File: src/rtl/nrisc_ula_pkg.sv
// Shared NRISC ULA definitions: opcode encodings, flag bit positions and
// field widths used by the ULA arbiter and its requesters.
package nrisc_ula_pkg;

    // Opcode field and flag vector widths
    localparam int CTRL_W = 4;
    localparam int FLG_W  = 3;

    // ULA opcodes (passed through the arbiter unchecked)
    localparam logic [CTRL_W-1:0] ULA_ADD = 4'h0;
    localparam logic [CTRL_W-1:0] ULA_SUB = 4'h1;
    localparam logic [CTRL_W-1:0] ULA_AND = 4'h2;
    localparam logic [CTRL_W-1:0] ULA_OR  = 4'h3;
    localparam logic [CTRL_W-1:0] ULA_XOR = 4'h4;
    localparam logic [CTRL_W-1:0] ULA_SHR = 4'h5;
    localparam logic [CTRL_W-1:0] ULA_SHL = 4'h6;
    localparam logic [CTRL_W-1:0] ULA_NOT = 4'h7;
    localparam logic [CTRL_W-1:0] ULA_ROR = 4'hD;
    localparam logic [CTRL_W-1:0] ULA_ROL = 4'hE;

    // Bit positions inside the {minus, zero, carry} flag vector
    localparam int FLG_CARRY = 0;
    localparam int FLG_ZERO  = 1;
    localparam int FLG_MINUS = 2;

    // Replace the zero flag by a locally computed one, keep minus and carry
    function automatic logic [FLG_W-1:0] zero_fixed_flags(input logic [FLG_W-1:0] flags,
                                                          input logic             result_is_zero);
        logic [FLG_W-1:0] f;
        f           = flags;
        f[FLG_ZERO] = result_is_zero;
        return f;
    endfunction

endpackage

File: src/rtl/nrisc_rr_arbiter.sv
// Combinational round-robin arbiter: scans the eligible vector starting at
// ptr, wrapping modulo N, and returns a one-hot grant, the winner index and
// the pointer value to use next (winner+1, or ptr unchanged when idle).
// Generic so it can front other shared NRISC resources as well.
module nrisc_rr_arbiter #(
    parameter int N  = 2,
    parameter int PW = (N > 1) ? $clog2(N) : 1
) (
    input  logic [N-1:0]  eligible,
    input  logic [PW-1:0] ptr,
    output logic [N-1:0]  grant,
    output logic [PW-1:0] winner,
    output logic          any_grant,
    output logic [PW-1:0] ptr_next
);

    // Candidate index for each scan position (ptr + k wrapped to N)
    logic [PW:0] cand;

    // First eligible requester at or after ptr wins; pointer moves past it
    always_comb begin
        grant     = '0;
        winner    = '0;
        any_grant = 1'b0;
        cand      = '0;
        for (int k = 0; k < N; k++) begin
            cand = {1'b0, ptr} + (PW+1)'(k);
            if (cand >= (PW+1)'(N)) begin
                cand = cand - (PW+1)'(N);
            end
            if (!any_grant && eligible[cand[PW-1:0]]) begin
                any_grant = 1'b1;
                winner    = cand[PW-1:0];
            end
        end
        if (any_grant) begin
            grant[winner] = 1'b1;
        end
        ptr_next = ptr;
        if (any_grant) begin
            ptr_next = (winner == PW'(N-1)) ? '0 : winner + PW'(1);
        end
    end

endmodule

File: src/rtl/nrisc_ula_arbiter.sv
// Shares one NRISC_ULA between NREQ requesters. Requests are granted
// round-robin, the ULA's one-cycle registered latency is tracked by a single
// in-flight register, and each result lands in a per-requester buffer that
// is held until the requester takes it.
//
// Handshakes: a request transfers on a clock edge where req_valid[i] and
// req_ready[i] are both high; req_ready[i] is the combinational grant and is
// only offered when requester i has no result outstanding. A response
// transfers on an edge where rsp_valid[i] and rsp_ready[i] are both high;
// rsp_out/rsp_flags are held stable while rsp_valid[i] waits for rsp_ready[i].
//
// Build option: define NRISC_ULA_ZERO_FIX_EN to recompute the captured zero
// flag from the ULA result; otherwise the ULA flags are captured verbatim.
module nrisc_ula_arbiter
    import nrisc_ula_pkg::*;
#(
    parameter int TAM  = 16,
    parameter int NREQ = 2
) (
    input  logic                     clk,
    input  logic                     rst,
    input  logic [NREQ-1:0]          req_valid,
    output logic [NREQ-1:0]          req_ready,
    input  logic [CTRL_W*NREQ-1:0]   req_ctrl,
    input  logic [TAM*NREQ-1:0]      req_a,
    input  logic [TAM*NREQ-1:0]      req_b,
    output logic [NREQ-1:0]          rsp_valid,
    input  logic [NREQ-1:0]          rsp_ready,
    output logic [TAM*NREQ-1:0]      rsp_out,
    output logic [FLG_W*NREQ-1:0]    rsp_flags,
    output logic [CTRL_W-1:0]        ula_ctrl,
    output logic [TAM-1:0]           ula_a,
    output logic [TAM-1:0]           ula_b,
    input  logic [TAM-1:0]           ula_out,
    input  logic [FLG_W-1:0]         ula_flags
);

    localparam int PW = $clog2(NREQ);

    // One outstanding operation per requester, blocks re-issue until consumed
    logic [NREQ-1:0]  busy_q, busy_d;
    logic [PW-1:0]    rr_ptr_q, rr_ptr_d;
    // Operation currently inside the ULA and who issued it
    logic             inflight_v_q, inflight_v_d;
    logic [PW-1:0]    inflight_id_q, inflight_id_d;
    // Per-requester response buffers
    logic [NREQ-1:0]  rsp_valid_q, rsp_valid_d;
    logic [TAM-1:0]   rsp_out_q   [NREQ];
    logic [TAM-1:0]   rsp_out_d   [NREQ];
    logic [FLG_W-1:0] rsp_flags_q [NREQ];
    logic [FLG_W-1:0] rsp_flags_d [NREQ];

    logic [NREQ-1:0]  eligible;
    logic [NREQ-1:0]  grant;
    logic [PW-1:0]    winner;
    logic             any_grant;
    logic [PW-1:0]    ptr_next;
    logic [NREQ-1:0]  rsp_done;
    logic [NREQ-1:0]  capture;
    logic [FLG_W-1:0] cap_flags;

    // Nobody is offered a grant while reset is held
    always_comb begin
        eligible = req_valid & ~busy_q & {NREQ{~rst}};
    end

    nrisc_rr_arbiter #(
        .N  (NREQ),
        .PW (PW)
    ) u_rr (
        .eligible  (eligible),
        .ptr       (rr_ptr_q),
        .grant     (grant),
        .winner    (winner),
        .any_grant (any_grant),
        .ptr_next  (ptr_next)
    );

    assign req_ready = grant;

    // Steer the winner's opcode and operands to the ULA; idle cycles drive zero
    always_comb begin
        ula_ctrl = '0;
        ula_a    = '0;
        ula_b    = '0;
        for (int i = 0; i < NREQ; i++) begin
            if (grant[i]) begin
                ula_ctrl = req_ctrl[i*CTRL_W +: CTRL_W];
                ula_a    = req_a[i*TAM +: TAM];
                ula_b    = req_b[i*TAM +: TAM];
            end
        end
    end

    // Flags as they will be stored into the response buffer
    always_comb begin
`ifdef NRISC_ULA_ZERO_FIX_EN
        cap_flags = zero_fixed_flags(ula_flags, ula_out == '0);
`else
        cap_flags = ula_flags;
`endif
    end

    // Next-state: busy tracking, pointer, in-flight pipe and buffer capture.
    // A slot is never captured while it still holds a result, because its
    // busy bit keeps the requester from issuing again until the handshake.
    always_comb begin
        rsp_done      = rsp_valid_q & rsp_ready;
        busy_d        = (busy_q & ~rsp_done) | grant;
        rr_ptr_d      = ptr_next;
        inflight_v_d  = any_grant;
        inflight_id_d = any_grant ? winner : inflight_id_q;
        capture       = '0;
        for (int i = 0; i < NREQ; i++) begin
            capture[i]     = inflight_v_q && (inflight_id_q == PW'(i));
            rsp_valid_d[i] = (rsp_valid_q[i] & ~rsp_done[i]) | capture[i];
            rsp_out_d[i]   = capture[i] ? ula_out   : rsp_out_q[i];
            rsp_flags_d[i] = capture[i] ? cap_flags : rsp_flags_q[i];
        end
    end

    // State registers; reset drops any in-flight or buffered result
    always_ff @(posedge clk) begin
        if (rst) begin
            busy_q        <= '0;
            rr_ptr_q      <= '0;
            inflight_v_q  <= 1'b0;
            inflight_id_q <= '0;
            rsp_valid_q   <= '0;
            for (int i = 0; i < NREQ; i++) begin
                rsp_out_q[i]   <= '0;
                rsp_flags_q[i] <= '0;
            end
        end else begin
            busy_q        <= busy_d;
            rr_ptr_q      <= rr_ptr_d;
            inflight_v_q  <= inflight_v_d;
            inflight_id_q <= inflight_id_d;
            rsp_valid_q   <= rsp_valid_d;
            for (int i = 0; i < NREQ; i++) begin
                rsp_out_q[i]   <= rsp_out_d[i];
                rsp_flags_q[i] <= rsp_flags_d[i];
            end
        end
    end

    // Flatten the response buffers onto the output buses
    always_comb begin
        rsp_valid = rsp_valid_q;
        rsp_out   = '0;
        rsp_flags = '0;
        for (int i = 0; i < NREQ; i++) begin
            rsp_out[i*TAM +: TAM]       = rsp_out_q[i];
            rsp_flags[i*FLG_W +: FLG_W] = rsp_flags_q[i];
        end
    end

endmodule

File: config.mk
export PLATFORM = sky130hd
export DESIGN_NAME = nrisc_ula_arbiter
export DESIGN_NICKNAME = d
export VERILOG_FILES = /design/src/rtl/nrisc_ula_pkg.sv /design/src/rtl/nrisc_rr_arbiter.sv /design/src/rtl/nrisc_ula_arbiter.sv
export SDC_FILE = /design/constraint.sdc
export NUM_CORES = 1
export LEC_CHECK = 0
export CAP_MARGIN = 20
export CORE_UTILIZATION = 34
export CTS_BUF_LIST = sky130_fd_sc_hd__clkbuf_16
export DETAILED_ROUTE_END_ITERATION = 10
export PLACE_DENSITY_LB_ADDON = 0.15
export SETUP_SLACK_MARGIN = 0.05
export SLEW_MARGIN = 20
export SYNTH_ARGS = -nofsm -noshare
export SYNTH_HDL_FRONTEND = slang
export SYNTH_SLANG_ARGS = --single-unit
File: constraint.sdc
create_clock -name clk -period 6.1 [get_ports clk]
set_clock_uncertainty 0.2 [all_clocks]
set_input_delay 1.83 -clock clk [delete_from_list [all_inputs] [get_ports clk]]
set_output_delay 1.83 -clock clk [all_outputs]
set_load 0.005 [all_outputs]
==> results.py, run 1 <==
metrics = {
    "status": {
        "status": "finished clean",
    },
    "sta": {
        "finalCriticalPeriod_ns": 5.83,
        "relSlewSlack_pct": 45.9,
        "setup_tns_ns": 0,
        "worst_slew_pin_slew_ns": 0.811,
        "final-hold-violation-count": 0,
        "slew_viol_final": 0,
        "max_freq_ghz": 0.172,
        "setup_viol": 0,
        "fin_worst_hold_slack_ns": 0.252,
        "rsz0062_at_grt": "no",
        "fin_crit_sh_pct": 95.6,
    },
    "global_route": {
        "grt_pass1_vias": 2262,
        "overflow": 0,
        "antenna_found_initial": 0,
        "grt_pass1_wl_mm": 11.7,
        "grt_usage_pct": 25.3,
        "grt_max_degree": 29,
    },
    "worst_setup_path": {
        "arrival_ns": 3.80,
        "crit_end": "ula_b[9]",
        "r2r_end": "rsp_flags_q[0][2]$_SDFFE_PP0P_",
        "cp_max_fo": 28,
        "cp-start-kind": "input port",
        "path_class": "in -> out",
        "r2r_setup_slack_ns": 4.30,
        "reg2reg_depth": 4,
        "cp_data_required_time_ns": 4.07,
        "cp-end-kind": "output pin",
        "startpoint": "req_valid[0]",
        "timing.rr.start": "inflight_v_q$_SDFF_PP0_",
    },
    "flow_run": {
        "drv_cap": 0,
    },
    "synth": {
        "synth-xor-area-share_pct": 0,
        "synth_top_area_cell": "dfxtp_1",
        "ys_warn_count": 0,
        "syn_nets": 336,
        "synthMuxAreaShare_pct": 0,
        "syn_area_sq_mm": 0.00196,
        "netlist.area_leader.share_pct": 45.9,
        "ys_types": 20,
        "synth_area_leaders": "dfxtp_1 (46%), a22o_1 (16%), nand2_1 (15%)",
        "syn_inst": 239,
        "synth_fa_ha_area_share_pct": 0,
        "synth_seq_cells": 45,
        "yosysSeqAreaShare_pct": 45.9,
        "synth_compound_area_share_pct": 28.9,
        "synth_top_family_by_area": "compound AO/OA/AOI/OAI gates",
        "synth-simple-area-share_pct": 19.0,
        "avgSynthCellArea_sq_um": 8.22,
    },
    "clock_tree": {
        "cts_resized": 0,
        "cts_setup_buffers": 0,
        "h-tree-depth": 2,
        "clk_latency_ns": 0.29,
        "hold_buffers": 0,
        "max-clock-path-buffers": 2,
        "cts.reportedPaths.clkPinSlew_ns": 0.06,
        "cts_made_buffers": 5,
        "cts.sinks": 45,
        "cts_tree": "yes",
        "clock-root-buffer": "clkbuf_16",
    },
    "routing": {
        "postRouteAntennaNets": 0,
        "wirelength_mm": 7.89,
        "drcViolationCount": 0,
        "via_per_inst": 4.94,
        "dr.pass1.iters": 4,
        "vias": 2357,
        "drt_iter0_drc": 90,
        "wl_per_cell_um": 16.5,
    },
    "pwr": {
        "irDropWorstVdd_mv": 0.181,
        "intPower_uw": 602,
        "seq_power_share_pct": 40.2,
        "cellPowerDensity_mw_per_mm2": 206,
        "total_power_uw": 800,
        "p_leak_uw": 0.00142,
        "pwr-share-clk_pct": 31.9,
        "pwr-share-comb_pct": 27.9,
        "swShare_pct": 24.7,
        "p_sw_uw": 198,
    },
    "place": {
        "hpwlAfterDp_mm": 6.03,
        "gp_congestion": 0.818,
        "io_buffers": 174,
    },
    "layout": {
        "regArea_sq_um": 901,
        "multi_input_area_sq_um": 960,
        "insertedDiodeCount": 0,
        "fillers": 488,
        "final_util_pct": 70.0,
        "syn_to_final_growth_pct": 97.4,
        "post_route_cells_drive_above_1_share_pct": 4.69,
        "final_nets": 502,
    },
    "worst_hold_path": {
        "hold_path.class": "reg -> reg",
    },
    "floorplan": {
        "dieArea_sq_mm": 0.00609,
        "fp.dieW_um": 78.0,
        "start_util_pct": 35.5,
        "rows": 27,
        "core_area_sq_mm": 0.00554,
        "ios": 175,
        "die-height_um": 78.0,
    },
}
-- worst max-delay path: stages --
cell	delay, ns
clkdlybuf4s50_1	0.52
nand2b_4	0.08
a311oi_4	0.27
buf_4	0.34
a22o_1	0.19
clkdlybuf4s50_1	0.55
-- layer usage --
layer  global-route usage [%]  part of all wire (%)  vias up
li1                         -                     -     1158
met1                     26.7                    38     1087
met2                     46.4                    50      102
met3                     9.42                    10       10
met4                     7.78                   1.6        0
met5                        0                     0        -
-- flip-flops by register name, summed over array words and instances, names as in the netlist --
register,flops
rsp_out_q,32
rsp_flags_q,6
busy_q,2
rsp_valid,2
inflight_id_q,1
inflight_v_q,1
rr_ptr_q,1
-- through the flow --
| stage | area [sq um] | instances | setup slack [ns] |
|---|---|---|---|
| 2_1_floorplan | 1960 | 239 | 1.41 |
| 3_3_place_gp | 3740 | 470 | 0.305 |
| 3_5_place_dp | 3740 | 470 | 0.280 |
| 4_1_cts | 3880 | 477 | 0.268 |
| 5_1_grt | 3880 | 477 | 0.174 |
| 6_report | 3880 | 477 | 0.271 |
-- worst min path at each step --
stage | start | to | depth (start not counted)
detailed placement | rsp_out_q[0][19]$_SDFFE_PP0P_ | rsp_out_q[0][19]$_SDFFE_PP0P_ | 2
CTS | rsp_out_q[0][19]$_SDFFE_PP0P_ | rsp_out_q[0][19]$_SDFFE_PP0P_ | 2
global placement | rsp_out_q[0][10]$_SDFFE_PP0P_ | rsp_out_q[0][10]$_SDFFE_PP0P_ | 2
finish | rsp_out_q[0][24]$_SDFFE_PP0P_ | rsp_out_q[0][24]$_SDFFE_PP0P_ | 2
floorplan | rsp_flags_q[0][0]$_SDFFE_PP0P_ | rsp_flags_q[0][0]$_SDFFE_PP0P_ | 2
global route | rsp_out_q[0][13]$_SDFFE_PP0P_ | rsp_out_q[0][13]$_SDFFE_PP0P_ | 2
-- cells in the mapped netlist, drive strengths merged --
cell,count
a21oi,42
a22o,36
a311oi,1
a31o,2
a41o,1
and2,1
buf,15
clkbuf,6
dfxtp,45
inv,2
nand2,79
nand2b,5
nor2,1
nor2b,1
nor3,1
nor3b,1
-- cells in the final DEF, fill, tap and decap left out, types with 2 or more instances in the layout --
cell and instances:
clkbuf_16 5, clkdlybuf4s50_1 173, a21oi_1 42, inv_1 3, nand2b_1 4, buf_4 6, nand2_1 79, a22o_1 36
dfxtp_1 45, a31o_2 2
-- kinds of logic after synthesis --
| logic type | count (synthesis) |
|---|---|
| compound gates | 82 |
| buf+inv | 23 |
| flops | 45 |
| simple gates | 89 |
-- power groups by stage --
stage                     clock network [uW]  logic [uW]  registers (uW)
after floorplan                            0        75.0             328
after CTS                                260         225             322
final                                    255         223             322
after detailed placement                   0         223             328
after global placement                     0         221             327
after global routing                     274         238             324
-- cell type report --
| class | instances | area share, % |
|---|---|---|
| clock buffers | 5 | 3.23 |
| clock inverters | 2 | 0.323 |
| inverters | 2 | 0.194 |
| multi-input cells | 171 | 24.7 |
| flip-flops and latches | 45 | 23.2 |
| well taps | 72 | 2.32 |
| repair buffers | 180 | 46.0 |
(Power assumes the default switching activity.)
==> run 2, diff against run 1 <==
--- a/config.mk
+++ b/config.mk
@@ -6,7 +6,9 @@
 export NUM_CORES = 1
 export LEC_CHECK = 0
 export CAP_MARGIN = 20
-export CORE_UTILIZATION = 34
+export CELL_PAD_IN_SITES_DETAIL_PLACEMENT = 1
+export CELL_PAD_IN_SITES_GLOBAL_PLACEMENT = 2
+export CORE_UTILIZATION = 16
 export CTS_BUF_LIST = sky130_fd_sc_hd__clkbuf_16
 export DETAILED_ROUTE_END_ITERATION = 10
 export PLACE_DENSITY_LB_ADDON = 0.15
==> run 2 against run 1 <==
Net effect:
- sequential cell count unchanged
- worst hold slack better by 0.0043 ns
- largest cell class unchanged
- die area up 110%
- cell count is 16% higher
- total power grew 0.20%
- sequential power about the same
- first-iteration DRC count shrank 38%
- highest routed layer unchanged
==> results.py, run 2 (same netlist as run 1, synthesis figures left out) <==
metrics = {
    "worst_setup_path": {
        "cp_max_fo": 24,
        "cp-end-kind": "output pin",
        "path_common_cell": "clkdlybuf4s50_1",
        "path_class": "in -> out",
        "cp_data_required_time_ns": 4.07,
        "slowest_delay_ns": 0.53,
        "cp-start-kind": "input port",
        "arrival_ns": 3.76,
        "crit_chain": "clkdlybuf4s50_1 > nand2b_4 > a311oi_4 > buf_4 > a22o_1 > clkdlybuf4s50_1",
        "cp_slowest_cell": "clkdlybuf4s50_1",
    },
    "sta": {
        "setup_tns_ns": 0,
        "fin_crit_sh_pct": 94.9,
        "final-hold-violation-count": 0,
        "setup_ws_ns": 0.312,
        "setup_viol": 0,
        "slew_viol_final": 0,
        "max_freq_ghz": 0.173,
        "rsz0062_at_grt": "no",
        "worst_slew_pin_slew_ns": 0.950,
        "finalCriticalPeriod_ns": 5.79,
        "relSlewSlack_pct": 36.4,
    },
    "routing": {
        "drcViolationCount": 0,
        "drt_iter0_drc": 56,
        "via_per_inst": 4.30,
        "postRouteAntennaNets": 0,
        "vias": 2367,
        "wirelength_mm": 8.68,
        "wl_per_cell_um": 15.7,
        "dr.pass1.iters": 4,
    },
    "layout": {
        "top_register": "rsp_out_q",
        "top_regs": "rsp_out_q: 32 flops, rsp_flags_q: 6 flops",
        "post_route_cells_drive_above_1_share_pct": 4.70,
        "design_area_sq_mm": 0.00397,
        "final_cell_mix": "clkdlybuf4s50_1 (173), nand2_1 (79), dfxtp_1 (45), a21oi_1 (42), a22o_1 (36)",
        "final_nets": 501,
        "fillers": 1421,
        "syn_to_final_growth_pct": 102,
        "fin_cells": 551,
        "insertedDiodeCount": 0,
        "final_common_cell": "clkdlybuf4s50_1",
        "largest_reg_flops": 32,
    },
    "clock_tree": {
        "cts_made_buffers": 5,
        "cts.sinks": 45,
        "cts_resized": 0,
        "cts.reportedPaths.clkPinSlew_ns": 0.06,
        "cts_tree": "yes",
        "hold_buffers": 0,
        "cts_setup_buffers": 0,
        "max-clock-path-buffers": 2,
        "h-tree-depth": 2,
        "clock-root-buffer": "clkbuf_16",
        "clk_latency_ns": 0.28,
    },
    "status": {
        "status": "finished clean",
    },
    "place": {
        "post-place-ws_ns": 0.301,
        "io_buffers": 174,
        "place_inst": 544,
        "hpwlAfterDp_mm": 6.50,
        "place_area_sq_mm": 0.00383,
        "gp_congestion": 0.675,
    },
    "floorplan": {
        "dieArea_sq_mm": 0.0127,
        "ios": 175,
        "rows": 40,
        "fp.dieW_um": 113,
        "core_area_sq_mm": 0.0120,
        "die-height_um": 113,
        "start_util_pct": 16.4,
    },
    "global_route": {
        "antenna_found_initial": 0,
        "grt_usage_pct": 13.5,
        "grt_pass1_vias": 2403,
        "grt_pass1_wl_mm": 13.4,
        "grt_max_degree": 31,
        "overflow": 0,
    },
    "pwr": {
        "cellPowerDensity_mw_per_mm2": 202,
        "p_leak_uw": 0.00141,
        "irDropWorstVdd_mv": 0.0892,
        "total_power_uw": 802,
    },
    "worst_hold_path": {
        "hold_path.class": "reg -> reg",
    },
    "flow_run": {
        "drv_cap": 0,
    },
}
run 2: stage by stage:
stage / util, % / hold slack (ns)
floorplan: - / 0.253
detailed placement: 31.9 / 0.249
global placement: 31.9 / 0.243
CTS: 33.0 / 0.259
finish: 33.0 / 0.256
global route: 33.0 / 0.277
run 2: per-layer routing:
| layer | wire, um | up-vias | track usage [%] | share of wire, % |
|---|---|---|---|---|
| met5 | 0 | - | 0 | 0 |
| met4 | 33 | 0 | 2.13 | 0.38 |
| met3 | 779 | 4 | 4.45 | 9.0 |
| met2 | 4390 | 106 | 24.7 | 51 |
| met1 | 3480 | 1101 | 15.4 | 40 |
| li1 | - | 1156 | - | - |
run 2: worst paths after layout:
check | startpoint | to | slack [ns] | cells past startpoint
worst min-delay path | rsp_out_q[0][16]$_SDFFE_PP0P_ | rsp_out_q[0][16]$_SDFFE_PP0P_ | 0.26 | 2
worst min register to register | rsp_out_q[0][16]$_SDFFE_PP0P_ | rsp_out_q[0][16]$_SDFFE_PP0P_ | 0.26 | 2
worst max-delay path | req_valid[0] | ula_ctrl[3] | 0.31 | 6
worst max register to register | inflight_id_q$_SDFFE_PP0N_ | rsp_out_q[0][12]$_SDFFE_PP0P_ | 4.37 | 3
run 2: area by class of cell:
class	count	area (sq um)	area share [%]
multi-input cells	171	962	24.3
well taps	147	184	4.64
clock inverters	2	12.5	0.315
repair buffers	179	1770	44.7
inverters	2	7.51	0.189
flip-flops and latches	45	901	22.7
clock buffers	5	125	3.15
run 2: power by group:
group / switching, uW / leakage [uW] / internal [uW]
logic: 80.1 / 0.000976 / 142
registers: 10.8 / 0.000367 / 311
clock network: 109 / 0.0000711 / 149
total: 200 / 0.00141 / 602
run 2: worst max-delay path: cells and delay by family:
kind / cells / cell delay (ns)
AOI/OAI and AO/OA: 2 / 0.46
buffers and inverters: 3 / 1.37
and+or+nand+nor: 1 / 0.08
